### config.mk
export PLATFORM = sky130hd
export DESIGN_NAME = prio_ingress_arbiter
export DESIGN_NICKNAME = d
export VERILOG_FILES = /design/src/rtl/prio_arb_pkg.sv /design/src/rtl/rr_pick.sv /design/src/rtl/prio_ingress_arbiter.sv
export SDC_FILE = /design/constraint.sdc
export NUM_CORES = 1
export LEC_CHECK = 0
export BUFFER_PORTS_ARGS = -buffer_cell sky130_fd_sc_hd__buf_2
export CAP_MARGIN = 20
export CELL_PAD_IN_SITES_DETAIL_PLACEMENT = 1
export CELL_PAD_IN_SITES_GLOBAL_PLACEMENT = 1
export CORE_ASPECT_RATIO = 1.1
export CORE_MARGIN = 5
export CORE_UTILIZATION = 37
export DETAILED_ROUTE_END_ITERATION = 10
export HOLD_SLACK_MARGIN = 0.12
export PLACE_DENSITY = 0.95
export SKIP_LAST_GASP = 1
export SLEW_MARGIN = 20
export SYNTH_ARGS = -nofsm -noshare
export SYNTH_HDL_FRONTEND = slang
export SYNTH_HIERARCHICAL = 1
export SYNTH_SLANG_ARGS = --single-unit
### constraint.sdc
create_clock -name clk -period 5.9 [get_ports clk]
set_input_delay 0 -clock clk [delete_from_list [all_inputs] [get_ports clk]]
set_output_delay 0 -clock clk [all_outputs]
set_load 0.005 [all_outputs]
### src/rtl/prio_arb_pkg.sv
// Shared types and defaults for the priority ingress arbiter.
// The class flag lives in the top bit of every request word.
package prio_arb_pkg;

  typedef enum logic [0:0] {
    ARB_IDLE,
    ARB_HOLD
  } arb_state_e;

  localparam int unsigned DefaultN         = 4;
  localparam int unsigned DefaultStarveMax = 8;

  function automatic int unsigned PRIO_BIT(int unsigned dw);
    return dw - 1;
  endfunction

endpackage

### src/rtl/rr_pick.sv
// Round-robin picker: first set request at or after ptr, wrapping modulo N.
// Returns a one-hot grant and a flag that some request was set.
module rr_pick #(
  parameter int unsigned N  = 4,
  parameter int unsigned PW = (N > 1) ? $clog2(N) : 1
) (
  input  logic [N-1:0]  req,
  input  logic [PW-1:0] ptr,
  output logic [N-1:0]  gnt,
  output logic          vld
);

  always_comb begin
    int unsigned idx;
    logic        found;
    gnt   = '0;
    found = 1'b0;
    idx   = 0;
    for (int unsigned k = 0; k < N; k++) begin
      idx = (32'(ptr) + k) % N;
      if (!found && req[idx]) begin
        gnt[idx] = 1'b1;
        found    = 1'b1;
      end
    end
    vld = found;
  end

endmodule

### src/rtl/prio_ingress_arbiter.sv
// Two-class round-robin arbiter feeding a registered valid/ready output channel.
// Define PRIO_ARB_STARVE_GUARD_EN to bound how long low-class requests can be starved.
module prio_ingress_arbiter
  import prio_arb_pkg::*;
#(
  parameter int unsigned N          = DefaultN,
  parameter int unsigned DW         = 33,
  parameter int unsigned STARVE_MAX = DefaultStarveMax
) (
  input  logic            clk,
  input  logic            rst_n,
  input  logic [N*DW-1:0] req_data_i,
  input  logic [N-1:0]    req_vld_i,
  output logic [N-1:0]    req_rdy_o,
  output logic [DW-1:0]   data_out,
  output logic            vld_o,
  input  logic            rdy_i,
  output logic [N-1:0]    grant_o
);

  localparam int unsigned PW = (N > 1) ? $clog2(N) : 1;
  localparam int unsigned PB = PRIO_BIT(DW);

  arb_state_e    state_q, state_d;
  logic [PW-1:0] hp_ptr_q, lp_ptr_q, nxt_ptr, win_idx;
  logic [N-1:0]  hi_req, lo_req, hi_gnt, lo_gnt, win, grant_q;
  logic [DW-1:0] win_data, data_q;
  logic          hi_any, lo_any, use_hi, force_lo, ld, take;

  always_comb begin
    hi_req = '0;
    lo_req = '0;
    for (int i = 0; i < N; i++) begin
      hi_req[i] = req_vld_i[i] & req_data_i[i*DW+PB];
      lo_req[i] = req_vld_i[i] & ~req_data_i[i*DW+PB];
    end
  end

  rr_pick #(.N(N)) u_hi_pick (
    .req (hi_req),
    .ptr (hp_ptr_q),
    .gnt (hi_gnt),
    .vld (hi_any)
  );

  rr_pick #(.N(N)) u_lo_pick (
    .req (lo_req),
    .ptr (lp_ptr_q),
    .gnt (lo_gnt),
    .vld (lo_any)
  );

  assign ld     = (state_q == ARB_IDLE) | ((state_q == ARB_HOLD) & rdy_i);
  assign use_hi = hi_any & ~force_lo;
  assign win    = use_hi ? hi_gnt : lo_gnt;
  // Gating with rst_n keeps req_rdy_o low for the whole reset interval.
  assign take   = ld & (hi_any | lo_any) & rst_n;

  always_comb begin
    win_idx  = '0;
    win_data = '0;
    for (int i = 0; i < N; i++) begin
      if (win[i]) begin
        win_idx  = PW'(i);
        win_data = req_data_i[i*DW +: DW];
      end
    end
  end

  assign nxt_ptr = (win_idx == PW'(N - 1)) ? '0 : win_idx + 1'b1;

`ifdef PRIO_ARB_STARVE_GUARD_EN
  localparam int unsigned SW = $clog2(STARVE_MAX + 1);
  logic [SW-1:0] starve_q;

  assign force_lo = (starve_q == SW'(STARVE_MAX)) & lo_any;

  // Counts high grants made while a low request waits; any low grant resets it.
  always_ff @(posedge clk or negedge rst_n) begin
    if (!rst_n) begin
      starve_q <= '0;
    end else if (ld) begin
      if (!lo_any || (take && !use_hi)) begin
        starve_q <= '0;
      end else if (take && use_hi) begin
        starve_q <= starve_q + 1'b1;
      end
    end
  end
`else
  logic unused_starve_max;
  assign force_lo          = 1'b0;
  assign unused_starve_max = ^STARVE_MAX;
`endif

  always_ff @(posedge clk or negedge rst_n) begin
    if (!rst_n) begin
      state_q <= ARB_IDLE;
    end else begin
      state_q <= state_d;
    end
  end

  always_comb begin
    state_d = state_q;
    unique case (state_q)
      ARB_IDLE: if (take) state_d = ARB_HOLD;
      ARB_HOLD: if (rdy_i) state_d = take ? ARB_HOLD : ARB_IDLE;
      default:  state_d = ARB_IDLE;
    endcase
  end

  always_comb begin
    req_rdy_o = take ? win : '0;
    vld_o     = (state_q == ARB_HOLD);
  end

  always_ff @(posedge clk or negedge rst_n) begin
    if (!rst_n) begin
      data_q   <= '0;
      grant_q  <= '0;
      hp_ptr_q <= '0;
      lp_ptr_q <= '0;
    end else if (take) begin
      data_q  <= win_data;
      grant_q <= win;
      if (use_hi) begin
        hp_ptr_q <= nxt_ptr;
      end else begin
        lp_ptr_q <= nxt_ptr;
      end
    end
  end

  assign data_out = data_q;
  assign grant_o  = grant_q;

endmodule

Yosys cells after proc, flatten, opt, wreduce, memory -nomap -nowiden
Cells that the tools add are included.
Storage, ports and cells
  register bits after elaboration: 42
  bits of input ports: 139
  word-level logic and storage cells: 137
Operators by class
  $add $sub $neg: 7
  magnitude comparators: 16
  bitwise gates (word level): 25
  eq/ne operators: 1
  reductions and logical operators: 22
  multiplexer cells: 61
Operators with widths (count)
  $mux W33: 4
  $mux W4: 10
  $mux W1: 27
  $lt A2 B3 Y1 const B: 8
  $or A4 B4 Y4: 6
  $bmux W1 S2: 8
  $demux W1 S2: 8
  $ge A2 B1 Y1 const B: 8
  $logic_and A1 B1 Y1: 14
  $and A1 B1 Y1: 11
  $add A2 B2 Y2 const B: 4
  $add A2 B1 Y2 const B: 3
  $logic_not A1 Y1: 6
  $mux W2: 3
  $not A1 Y1: 6
  $reduce_and A2 Y1: 2
  $eq A2 B2 Y1 const B: 1
  $or A1 B1 Y1: 2
  $pmux W1 S2: 1

Logic depth before layout (Yosys ltp)
  word-level depth: 20
  depth in mapped cells: 14
  depth with buffers taken out: 10

Modules after synthesis
The synthesis kept the hierarchy.
By module, submodules not included
  prio_ingress_arbiter: area an instance 2751.4 um2, seq. area each 1051.0 um2, times used 1, cells each 274
  rr_pick at u_hi_pick: area an instance 508.0 um2, seq. area each 0.0 um2, times used 1, cells each 62
  rr_pick at u_lo_pick: area an instance 494.2 um2, seq. area each 0.0 um2, times used 1, cells each 62

Least setup slack after synthesis
No wires, ideal clock.
  path type: register to register
  from: reg lp_ptr_q[1]
  to: reg data_q[32], in the netlist data_out[32]
  stages on the path, launching flop included: 13
  data arrival time: 2.897 ns
  buffers on the path: 2
  setup slack: 2.874 ns
  path through: dfrtp_1 -> clkbuf_1 -> inv_1 -> ha_1 -> mux2_2 -> a31o_1 -> a221oi_2 -> o2bb2ai_1 -> mux2i_4 -> nand4_4 -> buf_6 -> a221oi_2 -> a211oi_2
On the way
  elaborated cells on any way between the ends: 56
  classes of those cells: add/sub (3); order compare (8); mux (29); bitwise (6); reduce/logical (10)
RTL lines
  start, declared: line prio_ingress_arbiter.sv:25  | logic [PW-1:0] hp_ptr_q, lp_ptr_q, nxt_ptr, win_idx;
  start signal, assigned: line prio_ingress_arbiter.sv:130  | lp_ptr_q <= nxt_ptr;
  branches (longest 11 deep; another with $lt A2 B3 Y1)
  $mux W4 *: line rr_pick.sv:21  | if (!found && req[idx]) begin
  via lo_gnt[3]: line prio_ingress_arbiter.sv:26  | logic [N-1:0] hi_req, lo_req, hi_gnt, lo_gnt, win, grant_q;
  $mux W4 *: line prio_ingress_arbiter.sv:55  | assign win = use_hi ? hi_gnt : lo_gnt;
  $mux W33 *: line prio_ingress_arbiter.sv:63  | if (win[i]) begin
  end signal, assigned: line prio_ingress_arbiter.sv:125  | data_q <= win_data;
  end, declared: line prio_ingress_arbiter.sv:27  | logic [DW-1:0] win_data, data_q;
Mark *: on every way through the listed nets, which the timed path passes. The select of a mux whose other input is x is not followed.
A chain may end at the register's enable or synchronous reset.

Final worst setup path
  from: reg lp_ptr_q[0]
  to: reg data_q[3], in the netlist data_out[3]
The elaborated chain is that of the path after synthesis.

==> results.yml <==
route:
  viasPerCell: 6.01
  wirelength_mm: 17.8
  avgRoutedWirePerCell_um: 23.8
  firstDrtPassIters: 5
  ant_nets: 0
  vias: 4482
  drcViolationCount: 0
  drtIter0Drc: 269
grt:
  grt_util_all_layers_pct: 28.6
  first_global_vias: 5088
  gr-total-overflow: 0
  antenna_found_initial: 0
  grt_max_degree: 48
  grt_pass1_wl_mm: 27.5
clock_tree:
  cts_hold_buffers: 67
  path_clk_slew_ns: 0.10
  cts_tree: "built"
  clockBufferDepth: 2
  cts_resized: 0
  cts_root_buffer: "clkbuf_8"
  post_cts_buffers: 0
  cts_buffers: 5
  clk_latency_ns: 0.32
  cts_num_sinks: 42
  htreeDepth: 2
worst_setup_path:
  slowest_delay_ns: 0.80
  worst-path-buf-inv: 2
  critical_path_required_ns: 6.11
  end_kind: "flop"
  crit_path_start_kind: "flop"
  crit_chain: "inv_1 > ha_1 > mux2i_1 > nor2_1 > a221oi_2 > o2bb2ai_1 > mux2i_4 > nand4_4 > a221oi_1 > a211oi_1 > dlygate4sd3_1"
  crit_family: "compound AO/OA/AOI/OAI gates"
  path_class: "flop to flop"
  worstPathMaxFanout: 34
  crit_slowest_cell: "dfrtp_1"
  arrival_ns: 5.03
layout:
  finalInstanceArea_um2: 5330
  fin_util_pct: 53.9
  syn2layout_area_growth_pct: 42.1
  multiInputGateArea_um2: 2390
  regArea_um2: 1050
  final_common_cell: "buf_2"
  fin_nets: 771
  drive_gt1_share_pct: 39.8
  layout_common_cells: "180 x buf_2, 67 x dlygate4sd3_1, 50 x nor2_1"
  fillers: 1172
  layoutNonFillerInstCount: 746
placement:
  dp_hpwl_mm: 10.6
  dp_cells: 666
  port_buffers: 180
  post_dp_cell_area_um2: 4530
  post-place-ws_ns: 1.66
  gp_congestion: 0.862
status:
  status: "complete, no violations"
timing:
  setup_ws_ns: 1.08
  rsz0062_at_grt: "false"
  min_period_over_period_pct: 81.7
  worst_pin_slew_ns: 0.953
  drv_slew: 0
  tns_ns: 0
  setup_viol: 0
  finalHoldViolations: 0
  fmax_mhz: 207
  relSlewSlack_pct: 36.4
  finClkSkew_ns: 0.00735
  fin_hold_ws_ns: 0.197
  finalCriticalPeriod_ns: 4.82
power_and_ir_drop:
  ir_worst_vdd_mv: 0.252
  power_mw: 2.69
  power_density_nw_per_um2: 505
  p_leak_nw: 2.36
yosys:
  ys_seq_area_share_pct: 28.0
  synthFlopType: "dfrtp_1"
  async_flop_share_pct: 100
  syn_avg_cell_area_um2: 9.43
  yosysUniqueCellTypes: 52
  syn_nets: 549
  synth-seq-cells: 42
  yosys_warnings: 6
  synthCells: 398
  synth_area_um2: 3750
  synth-edff-count: 0
die:
  start_util_pct: 38.0
  row_count: 38
  core_um2: 9890
  ioPinCount: 181
  die_x_um: 106
  design.die.area_um2: 12300
  fp.dieH_um: 116
hold_path:
  hold_path_class: "primary input to flop"
run:
  maxCapViolCount: 0
## sequential cells by signal, indices dropped and copies added, names as in the netlist
| signal | cells |
|---|---|
| grant_o | 4 |
| lp_ptr_q | 2 |
| hp_ptr_q | 2 |
| data_out | 33 |
| vld_o | 1 |
## cell usage after synthesis (all sizes together) (8+ instances only)
master | n | share of area, %
nor2 | 50 | 5.0
nand2 | 44 | 4.4
dfrtp | 42 | 28
a211oi | 37 | 7.5
a221oi | 36 | 14
nor3 | 35 | 4.7
buf | 26 | 6.4
mux2i | 15 | 4.3
ha | 12 | 4.0
o22ai | 12 | 2.0
nand2b | 10 | 1.7
clkbuf | 9 | 1.7
mux2 | 9 | 2.8
o2bb2ai | 8 | 1.9
## routing by layer
| metal | up-vias | track usage [%] | part of all wire, % |
|---|---|---|---|
| met1 | 2210 | 30.5 | 36 |
| met2 | 235 | 52.5 | 52 |
| met4 | 0 | 15.3 | 4.8 |
| li1 | 1964 | - | - |
| met5 | - | 0 | 0 |
| met3 | 73 | 7.08 | 7.6 |
## worst min-delay path, cell delays in order
cell      delay, ns
buf_2          0.08
nand2b_1       0.30
nand2_1        0.09
## report_power, final
group / switching (mW) / internal, mW / leakage [nW]
Clock: 0.124 / 0.127 / 0.0586
Sequential: 0.160 / 0.433 / 0.487
Combinational: 1.03 / 0.815 / 1.81
Total: 1.32 / 1.38 / 2.36
## layout make-up
class / instances / area share [%]
Tap cell: 120 / 2.82
Sequential cell: 42 / 19.7
Clock buffer: 5 / 1.29
Multi-Input combinational cell: 315 / 44.8
Antenna cell: 5 / 0.235
Clock inverter: 3 / 0.821
Inverter: 6 / 0.422
Timing Repair Buffer: 250 / 29.9
## worst paths after layout
kind / slack [ns] / start / cells past startpoint / endpoint
min: 0.20 / rdy_i / 3 / vld_o
min in group asynchronous: 0.32 / rst_n / 3 / data_out[21]
max in group asynchronous: 5.17 / rst_n / 3 / grant_o[3]
max: 1.08 / lp_ptr_q[0] / 11 / data_out[3]
max reg2reg: 1.08 / lp_ptr_q[0] / 11 / data_out[3]
min reg2reg: 0.50 / grant_o[1] / 1 / grant_o[1]
## cells by family (layout without fill, tap and decap cells)
family / count (synthesis) / count (layout) / share of synthesized area (%)
compound gates: 108 / 108 / 29.0
fa+ha+maj: 12 / 12 / 4.00
simple gates: 169 / 169 / 21.9
mux: 26 / 26 / 8.33
buf+inv: 41 / 264 / 8.77
other cells: 0 / 5 / 0
flops: 42 / 42 / 28.0
(Power assumes the default switching activity.)
